`config.mk`:
```
export PLATFORM = sky130hd
export DESIGN_NAME = slot2_rom_responder_flat
export DESIGN_NICKNAME = d
export VERILOG_FILES = /design/src/rtl/slot2_rom_responder_if.sv /design/src/rtl/slot2_rom_responder.sv /design/src/flat_wrapper.sv
export SDC_FILE = /design/constraint.sdc
export NUM_CORES = 1
export LEC_CHECK = 0
export CAP_MARGIN = 10
export CORE_MARGIN = 2
export CORE_UTILIZATION = 24
export CTS_BUF_LIST = sky130_fd_sc_hd__clkbuf_8 sky130_fd_sc_hd__clkbuf_16
export CTS_CLUSTER_SIZE = 30
export DETAILED_ROUTE_END_ITERATION = 7
export PLACE_DENSITY_LB_ADDON = 0.2
export SYNTH_ARGS = -nofsm -noshare
export SYNTH_HDL_FRONTEND = slang
export SYNTH_SLANG_ARGS = --single-unit
```
`constraint.sdc`:
```
create_clock -name clk -period 8.8 [get_ports clk]
set_input_delay 0.88 -clock clk [delete_from_list [all_inputs] [get_ports clk]]
set_output_delay 0.88 -clock clk [all_outputs]
set_load 0.01 [all_outputs]
```
`src/rtl/slot2_rom_responder_if.sv`:
```
// Slot-2 ROM bus bundle: multiplexed AD bus strobes, memory read port and
// write-out port of the cartridge responder. The slave side is the responder,
// the master side is whoever drives the bus and serves the memory port.
interface slot2_rom_responder_if;
  logic        ncs;
  logic        nrd;
  logic        nwr;
  logic [7:0]  a_hi;
  logic [15:0] ad_in;
  logic [15:0] ad_out;
  logic        ad_oe;
  logic        mem_req;
  logic [23:0] mem_addr;
  logic        mem_ready;
  logic [15:0] mem_rdata;
  logic        wr_valid;
  logic [23:0] wr_addr;
  logic [15:0] wr_data;
  logic        rd_underrun;

  modport slave (
    input  ncs, nrd, nwr, a_hi, ad_in, mem_ready, mem_rdata,
    output ad_out, ad_oe, mem_req, mem_addr, wr_valid, wr_addr, wr_data,
           rd_underrun
  );

  modport master (
    output ncs, nrd, nwr, a_hi, ad_in, mem_ready, mem_rdata,
    input  ad_out, ad_oe, mem_req, mem_addr, wr_valid, wr_addr, wr_data,
           rd_underrun
  );
endinterface

```
`src/rtl/slot2_rom_responder.sv`:
```
// Cartridge-side responder for the slot-2 multiplexed ROM bus. The bus is
// asynchronous to clk: strobes and the AD/A_hi buses are oversampled through
// equal-depth synchronizer chains so data stays aligned with its strobe.
// A halfword is prefetched from the memory port after each address latch or
// increment so it is ready to drive as soon as nrd falls.
module slot2_rom_responder #(
  parameter int SYNC_STAGES = 2
) (
  input  logic                  clk,
  input  logic                  rst,
  slot2_rom_responder_if.slave  bus
);

  typedef enum logic [2:0] {
    ST_IDLE,
    ST_FETCH,
    ST_HOLD,
    ST_DRIVE,
    ST_DRIVE_WAIT,
    ST_WRITE,
    ST_ABORT
  } state_t;

  // Synchronizer chains; index SYNC_STAGES-1 is the usable sample.
  logic [SYNC_STAGES-1:0] ncs_sync_q;
  logic [SYNC_STAGES-1:0] nrd_sync_q;
  logic [SYNC_STAGES-1:0] nwr_sync_q;
  logic [15:0]            ad_sync_q  [SYNC_STAGES];
  logic [7:0]             ahi_sync_q [SYNC_STAGES];

  // Previous synchronized strobe samples for edge detection.
  logic ncs_prev_q;
  logic nrd_prev_q;
  logic nwr_prev_q;

  logic        s_ncs;
  logic        s_nrd;
  logic        s_nwr;
  logic [15:0] s_ad;
  logic [7:0]  s_ahi;

  logic ncs_fall;
  logic ncs_rise;
  logic nrd_fall;
  logic nrd_rise;
  logic nwr_fall;
  logic nwr_rise;

  // Control / output registers.
  state_t      state_q;
  logic [15:0] addr_q;
  logic [7:0]  hi_q;
  logic [15:0] pf_q;
  logic        pf_valid_q;
  logic [15:0] wdat_q;
  logic        pend_q;
  logic [15:0] ad_out_q;
  logic        ad_oe_q;
  logic        mem_req_q;
  logic [23:0] mem_addr_q;
  logic        wr_valid_q;
  logic [23:0] wr_addr_q;
  logic [15:0] wr_data_q;
  logic        rd_underrun_q;

  logic [15:0] addr_inc_d;

  assign s_ncs = ncs_sync_q[SYNC_STAGES-1];
  assign s_nrd = nrd_sync_q[SYNC_STAGES-1];
  assign s_nwr = nwr_sync_q[SYNC_STAGES-1];
  assign s_ad  = ad_sync_q[SYNC_STAGES-1];
  assign s_ahi = ahi_sync_q[SYNC_STAGES-1];

  assign ncs_fall = ncs_prev_q & ~s_ncs;
  assign ncs_rise = ~ncs_prev_q & s_ncs;
  assign nrd_fall = nrd_prev_q & ~s_nrd;
  assign nrd_rise = ~nrd_prev_q & s_nrd;
  assign nwr_fall = nwr_prev_q & ~s_nwr;
  assign nwr_rise = ~nwr_prev_q & s_nwr;

  // 16-bit counter wraps naturally; no carry into the high address byte.
  assign addr_inc_d = addr_q + 16'd1;

  // Oversample the asynchronous bus and keep one previous strobe sample.
  always_ff @(posedge clk or posedge rst) begin
    if (rst) begin
      ncs_sync_q <= '1;
      nrd_sync_q <= '1;
      nwr_sync_q <= '1;
      for (int i = 0; i < SYNC_STAGES; i++) begin
        ad_sync_q[i]  <= '0;
        ahi_sync_q[i] <= '0;
      end
      ncs_prev_q <= 1'b1;
      nrd_prev_q <= 1'b1;
      nwr_prev_q <= 1'b1;
    end else begin
      ncs_sync_q    <= {ncs_sync_q[SYNC_STAGES-2:0], bus.ncs};
      nrd_sync_q    <= {nrd_sync_q[SYNC_STAGES-2:0], bus.nrd};
      nwr_sync_q    <= {nwr_sync_q[SYNC_STAGES-2:0], bus.nwr};
      ad_sync_q[0]  <= bus.ad_in;
      ahi_sync_q[0] <= bus.a_hi;
      for (int i = 1; i < SYNC_STAGES; i++) begin
        ad_sync_q[i]  <= ad_sync_q[i-1];
        ahi_sync_q[i] <= ahi_sync_q[i-1];
      end
      ncs_prev_q <= s_ncs;
      nrd_prev_q <= s_nrd;
      nwr_prev_q <= s_nwr;
    end
  end

  // Responder FSM with registered bus, memory and write-port outputs.
  always_ff @(posedge clk or posedge rst) begin
    if (rst) begin
      state_q       <= ST_IDLE;
      addr_q        <= '0;
      hi_q          <= '0;
      pf_q          <= '0;
      pf_valid_q    <= 1'b0;
      wdat_q        <= '0;
      pend_q        <= 1'b0;
      ad_out_q      <= '0;
      ad_oe_q       <= 1'b0;
      mem_req_q     <= 1'b0;
      mem_addr_q    <= '0;
      wr_valid_q    <= 1'b0;
      wr_addr_q     <= '0;
      wr_data_q     <= '0;
      rd_underrun_q <= 1'b0;
    end else begin
      wr_valid_q <= 1'b0;

      if (state_q != ST_IDLE && state_q != ST_ABORT && ncs_rise) begin
        // Chip select released: stop driving, clear the underrun flag and
        // drain any outstanding read before going idle. A strobe rise in the
        // same cycle still bumps the counter, which is harmless.
        ad_oe_q       <= 1'b0;
        rd_underrun_q <= 1'b0;
        pf_valid_q    <= 1'b0;
        pend_q        <= 1'b0;
        if (nrd_rise || nwr_rise) begin
          addr_q <= addr_inc_d;
        end
        if (mem_req_q && !bus.mem_ready) begin
          state_q <= ST_ABORT;
        end else begin
          mem_req_q <= 1'b0;
          state_q   <= ST_IDLE;
        end
      end else begin
        case (state_q)
          ST_IDLE: begin
            ad_oe_q <= 1'b0;
            if (ncs_fall) begin
              addr_q     <= s_ad;
              hi_q       <= s_ahi;
              mem_addr_q <= {s_ahi, s_ad};
              mem_req_q  <= 1'b1;
              pf_valid_q <= 1'b0;
              state_q    <= ST_FETCH;
            end
          end

          ST_FETCH: begin
            if (bus.mem_ready) begin
              pf_q       <= bus.mem_rdata;
              pf_valid_q <= 1'b1;
              mem_req_q  <= 1'b0;
              if (nrd_fall) begin
                // Data landed in the same cycle the read started.
                ad_oe_q  <= 1'b1;
                ad_out_q <= bus.mem_rdata;
                state_q  <= ST_DRIVE;
              end else begin
                state_q <= ST_HOLD;
              end
            end else if (nrd_fall) begin
              rd_underrun_q <= 1'b1;
              ad_oe_q       <= 1'b1;
              ad_out_q      <= 16'h0000;
              state_q       <= ST_DRIVE_WAIT;
            end
          end

          ST_HOLD: begin
            if (nrd_fall && pf_valid_q) begin
              ad_oe_q  <= 1'b1;
              ad_out_q <= pf_q;
              state_q  <= ST_DRIVE;
            end else if (nwr_fall) begin
              wdat_q  <= s_ad;
              state_q <= ST_WRITE;
            end
          end

          ST_DRIVE: begin
            if (nrd_rise) begin
              ad_oe_q    <= 1'b0;
              addr_q     <= addr_inc_d;
              mem_addr_q <= {hi_q, addr_inc_d};
              mem_req_q  <= 1'b1;
              pf_valid_q <= 1'b0;
              state_q    <= ST_FETCH;
            end
          end

          ST_DRIVE_WAIT: begin
            if (bus.mem_ready) begin
              pf_q       <= bus.mem_rdata;
              pf_valid_q <= 1'b1;
              ad_out_q   <= bus.mem_rdata;
              if (nrd_rise) begin
                // Read ended as the data arrived: move straight on.
                ad_oe_q    <= 1'b0;
                addr_q     <= addr_inc_d;
                mem_addr_q <= {hi_q, addr_inc_d};
                mem_req_q  <= 1'b1;
                pf_valid_q <= 1'b0;
                state_q    <= ST_FETCH;
              end else begin
                mem_req_q <= 1'b0;
                state_q   <= ST_DRIVE;
              end
            end else if (nrd_rise) begin
              // Host gave up before data came back: drain the stale reply,
              // then refetch at the incremented address.
              ad_oe_q <= 1'b0;
              addr_q  <= addr_inc_d;
              pend_q  <= 1'b1;
              state_q <= ST_ABORT;
            end
          end

          ST_WRITE: begin
            if (!s_nwr) begin
              wdat_q <= s_ad;
            end
            if (nwr_rise) begin
              wr_valid_q <= 1'b1;
              wr_addr_q  <= {hi_q, addr_q};
              wr_data_q  <= wdat_q;
              addr_q     <= addr_inc_d;
              mem_addr_q <= {hi_q, addr_inc_d};
              mem_req_q  <= 1'b1;
              pf_valid_q <= 1'b0;
              state_q    <= ST_FETCH;
            end
          end

          ST_ABORT: begin
            // mem_req and mem_addr stay frozen until the reply is drained;
            // a new select only updates the internal address.
            ad_oe_q <= 1'b0;
            if (ncs_fall) begin
              addr_q <= s_ad;
              hi_q   <= s_ahi;
            end
            if (bus.mem_ready) begin
              pend_q <= 1'b0;
              if (ncs_fall) begin
                mem_addr_q <= {s_ahi, s_ad};
                state_q    <= ST_FETCH;
              end else if (pend_q && !ncs_rise) begin
                mem_addr_q <= {hi_q, addr_q};
                state_q    <= ST_FETCH;
              end else begin
                mem_req_q <= 1'b0;
                state_q   <= ST_IDLE;
              end
            end else if (ncs_fall) begin
              pend_q <= 1'b1;
            end else if (ncs_rise) begin
              pend_q <= 1'b0;
            end
          end

          default: begin
            ad_oe_q   <= 1'b0;
            mem_req_q <= 1'b0;
            state_q   <= ST_IDLE;
          end
        endcase
      end
    end
  end

  assign bus.ad_out      = ad_out_q;
  assign bus.ad_oe       = ad_oe_q;
  assign bus.mem_req     = mem_req_q;
  assign bus.mem_addr    = mem_addr_q;
  assign bus.wr_valid    = wr_valid_q;
  assign bus.wr_addr     = wr_addr_q;
  assign bus.wr_data     = wr_data_q;
  assign bus.rd_underrun = rd_underrun_q;

endmodule

```
`src/flat_wrapper.sv`:
```
// flat-port wrapper written by rule: the top's interface ports become plain ports
module slot2_rom_responder_flat 
#(
  parameter int SYNC_STAGES = 2
)
  (clk, rst, bus_ncs, bus_nrd, bus_nwr, bus_a_hi, bus_ad_in, bus_mem_ready, bus_mem_rdata, bus_ad_out, bus_ad_oe, bus_mem_req, bus_mem_addr, bus_wr_valid, bus_wr_addr, bus_wr_data, bus_rd_underrun);
  slot2_rom_responder_if bus_i ();
  input  logic clk;
  input  logic rst;
  input wire logic [$bits(bus_i.ncs)-1:0] bus_ncs;
  input wire logic [$bits(bus_i.nrd)-1:0] bus_nrd;
  input wire logic [$bits(bus_i.nwr)-1:0] bus_nwr;
  input wire logic [$bits(bus_i.a_hi)-1:0] bus_a_hi;
  input wire logic [$bits(bus_i.ad_in)-1:0] bus_ad_in;
  input wire logic [$bits(bus_i.mem_ready)-1:0] bus_mem_ready;
  input wire logic [$bits(bus_i.mem_rdata)-1:0] bus_mem_rdata;
  output wire logic [$bits(bus_i.ad_out)-1:0] bus_ad_out;
  output wire logic [$bits(bus_i.ad_oe)-1:0] bus_ad_oe;
  output wire logic [$bits(bus_i.mem_req)-1:0] bus_mem_req;
  output wire logic [$bits(bus_i.mem_addr)-1:0] bus_mem_addr;
  output wire logic [$bits(bus_i.wr_valid)-1:0] bus_wr_valid;
  output wire logic [$bits(bus_i.wr_addr)-1:0] bus_wr_addr;
  output wire logic [$bits(bus_i.wr_data)-1:0] bus_wr_data;
  output wire logic [$bits(bus_i.rd_underrun)-1:0] bus_rd_underrun;
  assign bus_i.ncs = bus_ncs;
  assign bus_i.nrd = bus_nrd;
  assign bus_i.nwr = bus_nwr;
  assign bus_i.a_hi = bus_a_hi;
  assign bus_i.ad_in = bus_ad_in;
  assign bus_i.mem_ready = bus_mem_ready;
  assign bus_i.mem_rdata = bus_mem_rdata;
  assign bus_ad_out = bus_i.ad_out;
  assign bus_ad_oe = bus_i.ad_oe;
  assign bus_mem_req = bus_i.mem_req;
  assign bus_mem_addr = bus_i.mem_addr;
  assign bus_wr_valid = bus_i.wr_valid;
  assign bus_wr_addr = bus_i.wr_addr;
  assign bus_wr_data = bus_i.wr_data;
  assign bus_rd_underrun = bus_i.rd_underrun;
  slot2_rom_responder #(.SYNC_STAGES(SYNC_STAGES)) u_core (.clk(clk), .rst(rst), .bus(bus_i));
endmodule
```
-- Word level (Yosys, flattened, before mapping)
Cells that the tools add are included.
- word-level logic and storage cells: 190
- bits of input ports: 46
- register bits: 202
- output and inout port bits: 84
- $add $sub $neg: 1
- reductions and logical operators: 34
- multiplexer cells: 77
- equal/unequal tests: 40
- bitwise operators: 13
- operators by type and width (operator ; count):
    16-bit 2-to-1 mux ; 13
    24-bit 2-to-1 mux ; 7
    24-bit one-hot mux with 5 select lines ; 1
    16-bit one-hot mux with 3 select lines ; 2
    3-bit 2-to-1 mux ; 13
    1-bit 2-to-1 mux ; 34
    16-bit one-hot mux with 2 select lines ; 1
    3-bit by 1-bit != test with 1-bit output (second input constant) ; 9
    3-bit one-hot mux with 7 select lines ; 1
    16-bit by 1-bit adder with 16-bit output (second input constant) ; 1
    2-bit by 1-bit != test with 1-bit output (second input constant) ; 8
    3-bit by 2-bit != test with 1-bit output (second input constant) ; 5
    5-bit AND reduction ; 3
    7-bit AND reduction ; 2
    2-bit != test (second input constant) ; 6
    3-bit AND reduction ; 4
    10-bit AND reduction ; 1
    3-bit == test (second input constant) ; 3
    3-bit nonzero test ; 3
    4-bit by 2-bit != test with 1-bit output (second input constant) ; 2
    4-bit AND reduction ; 2
    1-bit inverter ; 7
    1-bit one-hot mux with 7 select lines ; 1
    1-bit bitwise AND ; 6
    19 further kinds ; 30

-- Depth between registers and ports, before layout
Gate-level depths: netlist (run 1).
- depth after elaboration: 9
- mapped depth: 9
- depth with buffers taken out: 6

-- Worst setup path before layout (run 1)
Ideal clock, no wire load.
- path type: input to register
- from: input bus_mem_ready
- to: register u_core.mem_addr_q[0] (netlist: u_core.bus.mem_addr[0])
- setup slack: 6.317 ns
- data required time: 8.675 ns
- setup time: 0.125 ns
- path buffers: 2
- arrival time: 2.359 ns
- cell stages on the path: 7
- path through: clkbuf_1 -> nor2b_1 -> a211o_1 -> nand2_1 -> nor4_4 -> buf_2 -> mux2_2
- cells in the longest elaborated chain, start to end: 2
- elaborated cells between the ends (all ways): 3
- classes of those cells: eq/ne: 2; reduce/logical: 1
- RTL lines (item ; RTL line ; source):
    from (decl) ; flat_wrapper.sv:15 ; input wire logic [$bits(bus_i.mem_ready)-1:0] bus_mem_ready;
    2-bit != test (no line) ; n/a ;
    7-bit AND reduction (no line) * ; n/a ;
    to (signal assigned) ; slot2_rom_responder.sv:158 ; mem_addr_q <= {s_ahi, s_ad};
    to (signal assigned) ; slot2_rom_responder.sv:201 ; mem_addr_q <= {hi_q, addr_inc_d};
    to (signal assigned) ; slot2_rom_responder.sv:217 ; mem_addr_q <= {hi_q, addr_inc_d};
    to (decl) ; slot2_rom_responder.sv:60 ; logic [23:0] mem_addr_q;
Mark *: on every way between the ends. The rest lies on a longest branch, timed or not.
A chain may end at the register's enable or synchronous reset.

-- Final worst setup path (run 1)
- from: register u_core.ncs_sync_q[1]
- to: register u_core.addr_q[14]
- cells in the longest elaborated chain, start to end: 4
- elaborated cells between the ends (all ways): 11
- classes of those cells: eq/ne: 4; mux: 1; bitwise: 3; reduce/logical: 3
- RTL lines (item ; RTL line ; source):
    from (decl) ; slot2_rom_responder.sv:25 ; logic [SYNC_STAGES-1:0] ncs_sync_q;
    from (signal assigned) ; slot2_rom_responder.sv:98 ; ncs_sync_q <= {ncs_sync_q[SYNC_STAGES-2:0], bus.ncs};
    1-bit bitwise AND or 1-bit inverter (tied branches) ; slot2_rom_responder.sv:75, slot2_rom_responder.sv:74 ;
    1-bit logical AND or 1-bit bitwise AND (tied branches) ; slot2_rom_responder.sv:134, slot2_rom_responder.sv:74 ;
    3-bit by 1-bit != test with 1-bit output (no line), or another cell as far along ; n/a ;
    5-bit AND reduction (no line) ; n/a ;
    to (signal assigned) ; slot2_rom_responder.sv:143 ; addr_q <= addr_inc_d;
    to (signal assigned) ; slot2_rom_responder.sv:200 ; addr_q <= addr_inc_d;
    to (signal assigned) ; slot2_rom_responder.sv:216 ; addr_q <= addr_inc_d;
    to (decl) ; slot2_rom_responder.sv:51 ; logic [15:0] addr_q;
Parallel ways exist; a longest one is shown, timed or not.

==> results of run 1 <==
==> critical path, stage by stage (launching register included) <==
cell	delay (ns)
dfstp_2	0.55
nor2b_1	0.61
o21ai_1	0.49
o211ai_1	0.29
buf_4	0.22
and2_1	0.56
a22oi_1	0.19
==> synth_stat cells (all sizes together) (2+ instances only) <==
cell type	number
a211oi	3
a21o	2
a21oi	23
a221o	8
a221oi	2
a22o	4
a22oi	25
a2bb2oi	2
a311oi	2
a31o	3
a31oi	7
a32oi	3
and3	2
buf	23
clkbuf	29
dfrtp	193
dfstp	9
inv	14
mux2	115
mux2i	2
nand2	51
nand2b	9
nand3	18
nand4	7
nor2	27
nor2b	10
nor3	7
nor3b	4
nor4	6
o211a	2
o211ai	8
o21a	4
o21ai	53
o221ai	2
o22ai	4
o2bb2ai	2
o32ai	2
or2	3
or3	3
xnor2	6
xor2	2
==> stage by stage <==
step | setup slack, ns | area, µm² | cells | util
2_1_floorplan | 2.42 | 8750 | 719 | -
3_3_place_gp | 5.43 | 10500 | 1272 | 0.294
3_5_place_dp | 5.46 | 10500 | 1272 | 0.294
4_1_cts | 5.72 | 11300 | 1318 | 0.317
5_1_grt | 5.40 | 11300 | 1318 | 0.317
6_report | 5.74 | 11300 | 1318 | 0.317
==> kinds of logic (layout without fill, tap and decap cells) <==
group / count (synthesis) / after routing
xor+xnor: 8 / 8
flops: 202 / 202
mux: 117 / 117
simple gates: 154 / 154
buf+inv: 66 / 204
compound gates: 170 / 170
fa+ha+maj: 2 / 2
==> final cells by class <==
type                            instances  share of cell area
Tap cell                              461              0.0510
Sequential cell                       202               0.448
Clock buffer                           30              0.0613
Inverter                               14             0.00531
Timing Repair Buffer                  144               0.124
Multi-Input combinational cell        451               0.301
Clock inverter                         16              0.0104
==> final timing paths <==
| check | startpoint | endpoint | slack [ns] | depth (start not counted) |
|---|---|---|---|---|
| worst max-delay path | u_core.ncs_sync_q[1] | u_core.addr_q[14] | 5.74 | 6 |
| worst min-delay path | u_core.ad_sync_q[21] | u_core.s_ad[5] | 0.34 | 0 |
| worst max register to register | u_core.ncs_sync_q[1] | u_core.addr_q[14] | 5.74 | 6 |
| worst min register to register | u_core.ad_sync_q[21] | u_core.s_ad[5] | 0.34 | 0 |
| max in group asynchronous | rst | u_core.ad_sync_q[18] | 6.71 | 3 |
| min in group asynchronous | rst | u_core.pf_q[4] | 0.87 | 2 |
==> routing by layer <==
layer  vias to the layer above  wire length, µm  track usage
met5                         -                0            0
met4                         0              380       0.0303
met3                        35             1430       0.0319
met2                       141            10400        0.189
met1                      3017            10800        0.167
li1                       2863                -            -
==> power by group through the flow <==
stage	Sequential [W]	Combinational (W)	Clock [W]
finish	0.00151	0.00168	0.00101
global route	0.00157	0.00186	0.00108
CTS	0.00152	0.00170	0.00104
detailed placement	0.00153	0.00170	0
global placement	0.00153	0.00169	0
floorplan	0.00150	0.00105	0
==> sequential cells by signal, indices dropped and copies added, names as in the netlist, 3 cells and up <==
| signal | flops |
|---|---|
| u_core.ad_sync_q | 16 |
| u_core.addr_q | 16 |
| u_core.ahi_sync_q | 8 |
| u_core.bus.ad_out | 16 |
| u_core.bus.mem_addr | 24 |
| u_core.bus.wr_addr | 24 |
| u_core.bus.wr_data | 16 |
| u_core.hi_q | 8 |
| u_core.pf_q | 16 |
| u_core.s_ad | 16 |
| u_core.s_ahi | 8 |
| u_core.state_q | 3 |
| u_core.wdat_q | 16 |
==> flow_summary.ini, run 1 <==
[cells_and_area]
drive_gt1_frac = 0.223
nets = 885
layout_common_cells = 193 x dfrtp_1, 129 x clkdlybuf4s50_1, 104 x mux2_2, 51 x o21ai_0, 50 x nand2_1
synthToLayoutAreaGrowth_pct = 29.4
final_common_cell = dfrtp_1
fillers = 3703
multi_input_area_mm2 = 0.00340
ff_latch_area_mm2 = 0.00507
antenna_cells = 0

[synthesis]
yosysSeqAreaShare = 0.579
netlist_instances = 719
yosysTopAreaCellShare = 0.552
syn_area_per_cell_um2 = 12.2
yosysUniqueCellTypes = 72
synth_xor_area_frac = 0.00801
synth-edff-count = 0
synthSimpleGateAreaFrac = 0.0884
synth_area_leader_cell = dfrtp_1
ys_warn_count = 0
syn-num-nets = 766
synth_top_family_by_area = multiplexers
muxShareOfSynthArea = 0.155
synthAdderAreaFrac = 0.00257
ys_seq_elements = 202
async_flop_share = 1.00
synth-main-ff-cell = dfrtp_1
synth-compound-area-share = 0.133
synth.area.top_cells = dfrtp_1 55%, mux2_2 13%, o21ai_0 2.9%, dfstp_2 2.7%, a22oi_1 2.1%
netlist_area_mm2 = 0.00875

[drt]
drtIter0Drc = 320
via_per_inst = 4.59
drc = 0
wl_per_cell_um = 17.4
first_pass_iters = 4
num_vias = 6056
wirelength_um = 23000
postRouteAntennaNets = 0

[sta]
finalSetupViolCount = 0
rsz0062_at_grt = no
maxSlewHeadroom = 0.346
skew_ns = 0.0225
layout_min_cycle_time_ns = 3.06
worstMarginPinSlew_ns = 0.978
finalSetupTns_ns = 0
finalHoldViolCount = 0
fmax_ghz = 0.327
period_share = 0.348
maxSlewViolCount = 0
fin_hold_ws_ns = 0.335

[grt]
track_usage = 0.121
antenna_found_initial = 1
overflow = 0
grt_pass1_wl_um = 36900
grt_pass1_vias = 6281
grt_max_degree = 104

[floorplanning]
rows = 69
die_area_mm2 = 0.0380
io_pins = 130
dieWidth_um = 195
die_h_um = 195
coreArea_mm2 = 0.0357
start_util = 0.245

[power_and_ir_drop]
p_int_w = 0.00272
p_leak_nw = 4.72
total_power_w = 0.00420
p_per_area_mw_per_mm2 = 371
p_clk_frac = 0.240
p_sw_w = 0.00148
sw_frac_of_total = 0.352
ir_worst_vdd_mv = 0.145
sequentialPowerShare = 0.360
power_frac_comb = 0.400

[worst_setup_path]
crit_type = reg -> reg
crit_fanout = 16
end_kind = flip-flop
crit_required_ns = 9.18
startpoint_type = flip-flop
critPathArrivalTime_ns = 3.44

[cts]
hold_buffers = 0
cts_tree = yes
numCtsBuffers = 25
h-tree-depth = 1
ctsResizeCount = 0
clock_latency_ns = 0.54
root_buffer = clkbuf_16
clock-sinks = 202
clk_path_buf_depth = 3
clk_pin_slew_ns = 0.06
post-cts-setup-buffers = 0

[placed_design]
gp_congestion = 0.777
io_buffers = 129
dp_hpwl_um = 14700

[job]
maxCapViolations = 0

[hold_path]
min_path_type = reg -> reg

[outcome]
status = finished, final reports clean
Note: power is estimated with default switching activity, not from simulation.
==> run 2: changes to the inputs <==
==> constraint.sdc (replaced) <==
create_clock -name clk -period 2.9 [get_ports clk]
set_input_delay 0.29 -clock clk [delete_from_list [all_inputs] [get_ports clk]]
set_output_delay 0.29 -clock clk [all_outputs]
set_load 0.01 [all_outputs]
==> flow_summary.ini, run 2 (same netlist as run 1, synthesis figures left out) <==
[worst_setup_path]
rrSetupSlack_ns = 0.33
end_kind = flip-flop
r2r_cells = 7
critPathArrivalTime_ns = 3.02
startpoint_type = flip-flop
r2r_end = u_core.bus.mem_addr[10]
path_cells = buf_4 -> nor2b_1 -> a311oi_4 -> buf_4 -> a32oi_1 -> o21ai_0 -> mux2_1
r2r-start = u_core.state_q[0]
crit_slowest_cell = a311oi_4
cpMostUsedCell = buf_4
slowest_delay_ns = 0.69
crit_type = reg -> reg
crit_required_ns = 3.35
crit_fanout = 15

[cts]
root_buffer = clkbuf_16
post-cts-setup-buffers = 0
numCtsBuffers = 24
hold_buffers = 0
clock_latency_ns = 0.53
cts_tree = yes
h-tree-depth = 1
clk_pin_slew_ns = 0.06
ctsResizeCount = 0
clk_path_buf_depth = 3
clock-sinks = 202

[placed_design]
gp_congestion = 0.827
dp_hpwl_um = 16000
io_buffers = 129

[cells_and_area]
synthToLayoutAreaGrowth_pct = 31.4
drive_gt1_frac = 0.234
final_common_cell = dfrtp_1
antenna_cells = 0
nets = 901
layout_common_cells = 193 x dfrtp_1, 129 x clkdlybuf4s50_1, 104 x mux2_2, 51 x o21ai_0, 50 x nand2_1

[sta]
skew_ns = 0.0217
period_share = 0.885
finalSetupViolCount = 0
layout_min_cycle_time_ns = 2.57
maxSlewViolCount = 0
fin_hold_ws_ns = 0.0738
rsz0062_at_grt = no
fmax_ghz = 0.390
maxSlewHeadroom = 0.451
finalSetupTns_ns = 0
worstMarginPinSlew_ns = 0.818
finalHoldViolCount = 0

[job]
maxCapViolations = 0

[grt]
grt_pass1_vias = 6332
overflow = 0
grt_pass1_wl_um = 37500
grt_max_degree = 97
antenna_found_initial = 0
track_usage = 0.123

[floorplanning]
dieWidth_um = 195
rows = 69
die_area_mm2 = 0.0380
io_pins = 130
die_h_um = 195
start_util = 0.245
coreArea_mm2 = 0.0357

[power_and_ir_drop]
ir_worst_vdd_mv = 0.538
p_leak_nw = 4.82
p_per_area_mw_per_mm2 = 1110

[drt]
first_pass_iters = 5
wl_per_cell_um = 17.8
via_per_inst = 4.59
postRouteAntennaNets = 0
wirelength_um = 23700
drc = 0
drtIter0Drc = 364
num_vias = 6124

[outcome]
status = finished, final reports clean

[hold_path]
min_path_type = in -> async
==> run 2: worst max-delay path by stage <==
stage | from | end | slack [ns]
final | u_core.state_q[0] | u_core.bus.mem_addr[10] | 0.33
after global routing | u_core.state_q[0] | u_core.bus.mem_addr[10] | 0.12
after CTS | u_core.state_q[0] | u_core.bus.mem_addr[10] | 0.31
after detailed placement | u_core.state_q[0] | u_core.bus.mem_addr[10] | 0.33
after global placement | u_core.state_q[0] | u_core.bus.mem_addr[10] | 0.31
after floorplan | rst | u_core.ad_sync_q[16] | 0.001
==> run 2: where the power goes <==
group / internal [W] / leakage (nW) / switching, W / total, W
registers: 0.00382 / 2.42 / 0.000834 / 0.00466
clock network: 0.00174 / 0.421 / 0.00118 / 0.00292
logic: 0.00274 / 1.98 / 0.00247 / 0.00521
==> run 2: metrics by stage <==
| step | setup slack (ns) | utilization | instances | power (W) | area [µm²] |
|---|---|---|---|---|---|
| 5_1_grt | 0.116 | 0.322 | 1333 | 0.0137 | 11500 |
| 6_report | 0.334 | 0.322 | 1333 | 0.0128 | 11500 |
| 3_5_place_dp | 0.332 | 0.300 | 1289 | 0.00999 | 10700 |
| 2_1_floorplan | 0.00104 | - | 719 | 0.00774 | 8750 |
| 4_1_cts | 0.312 | 0.322 | 1333 | 0.0130 | 11500 |
| 3_3_place_gp | 0.311 | 0.300 | 1289 | 0.00995 | 10700 |
==> run 2: cell type report <==
type | instances | area [µm²]
repair buffers | 161 | 1620
fillers | 3682 | 24200
multi-input cells | 451 | 3400
clock buffers | 30 | 683
flip-flops and latches | 202 | 5070
well taps | 461 | 577
inverters | 14 | 56.3
clock inverters | 14 | 93.8
==> run 2: per-layer routing <==
metal  vias up  part of all wire  global-route usage
li1       2882                 -                   -
met1      3065              0.48               0.174
met2       143              0.45               0.196
met3        34             0.050              0.0241
met4         0             0.018              0.0288
met5         -                 0                   0
==> run 2: critical path: cells and delay by family, from the launching register on <==
kind	cells	cell delay (ns)
flip-flops	1	0.60
buffers and inverters	2	0.65
multiplexers	1	0.19
AND/OR/NAND/NOR	1	0.13
AO/OA/AOI/OAI	3	0.93
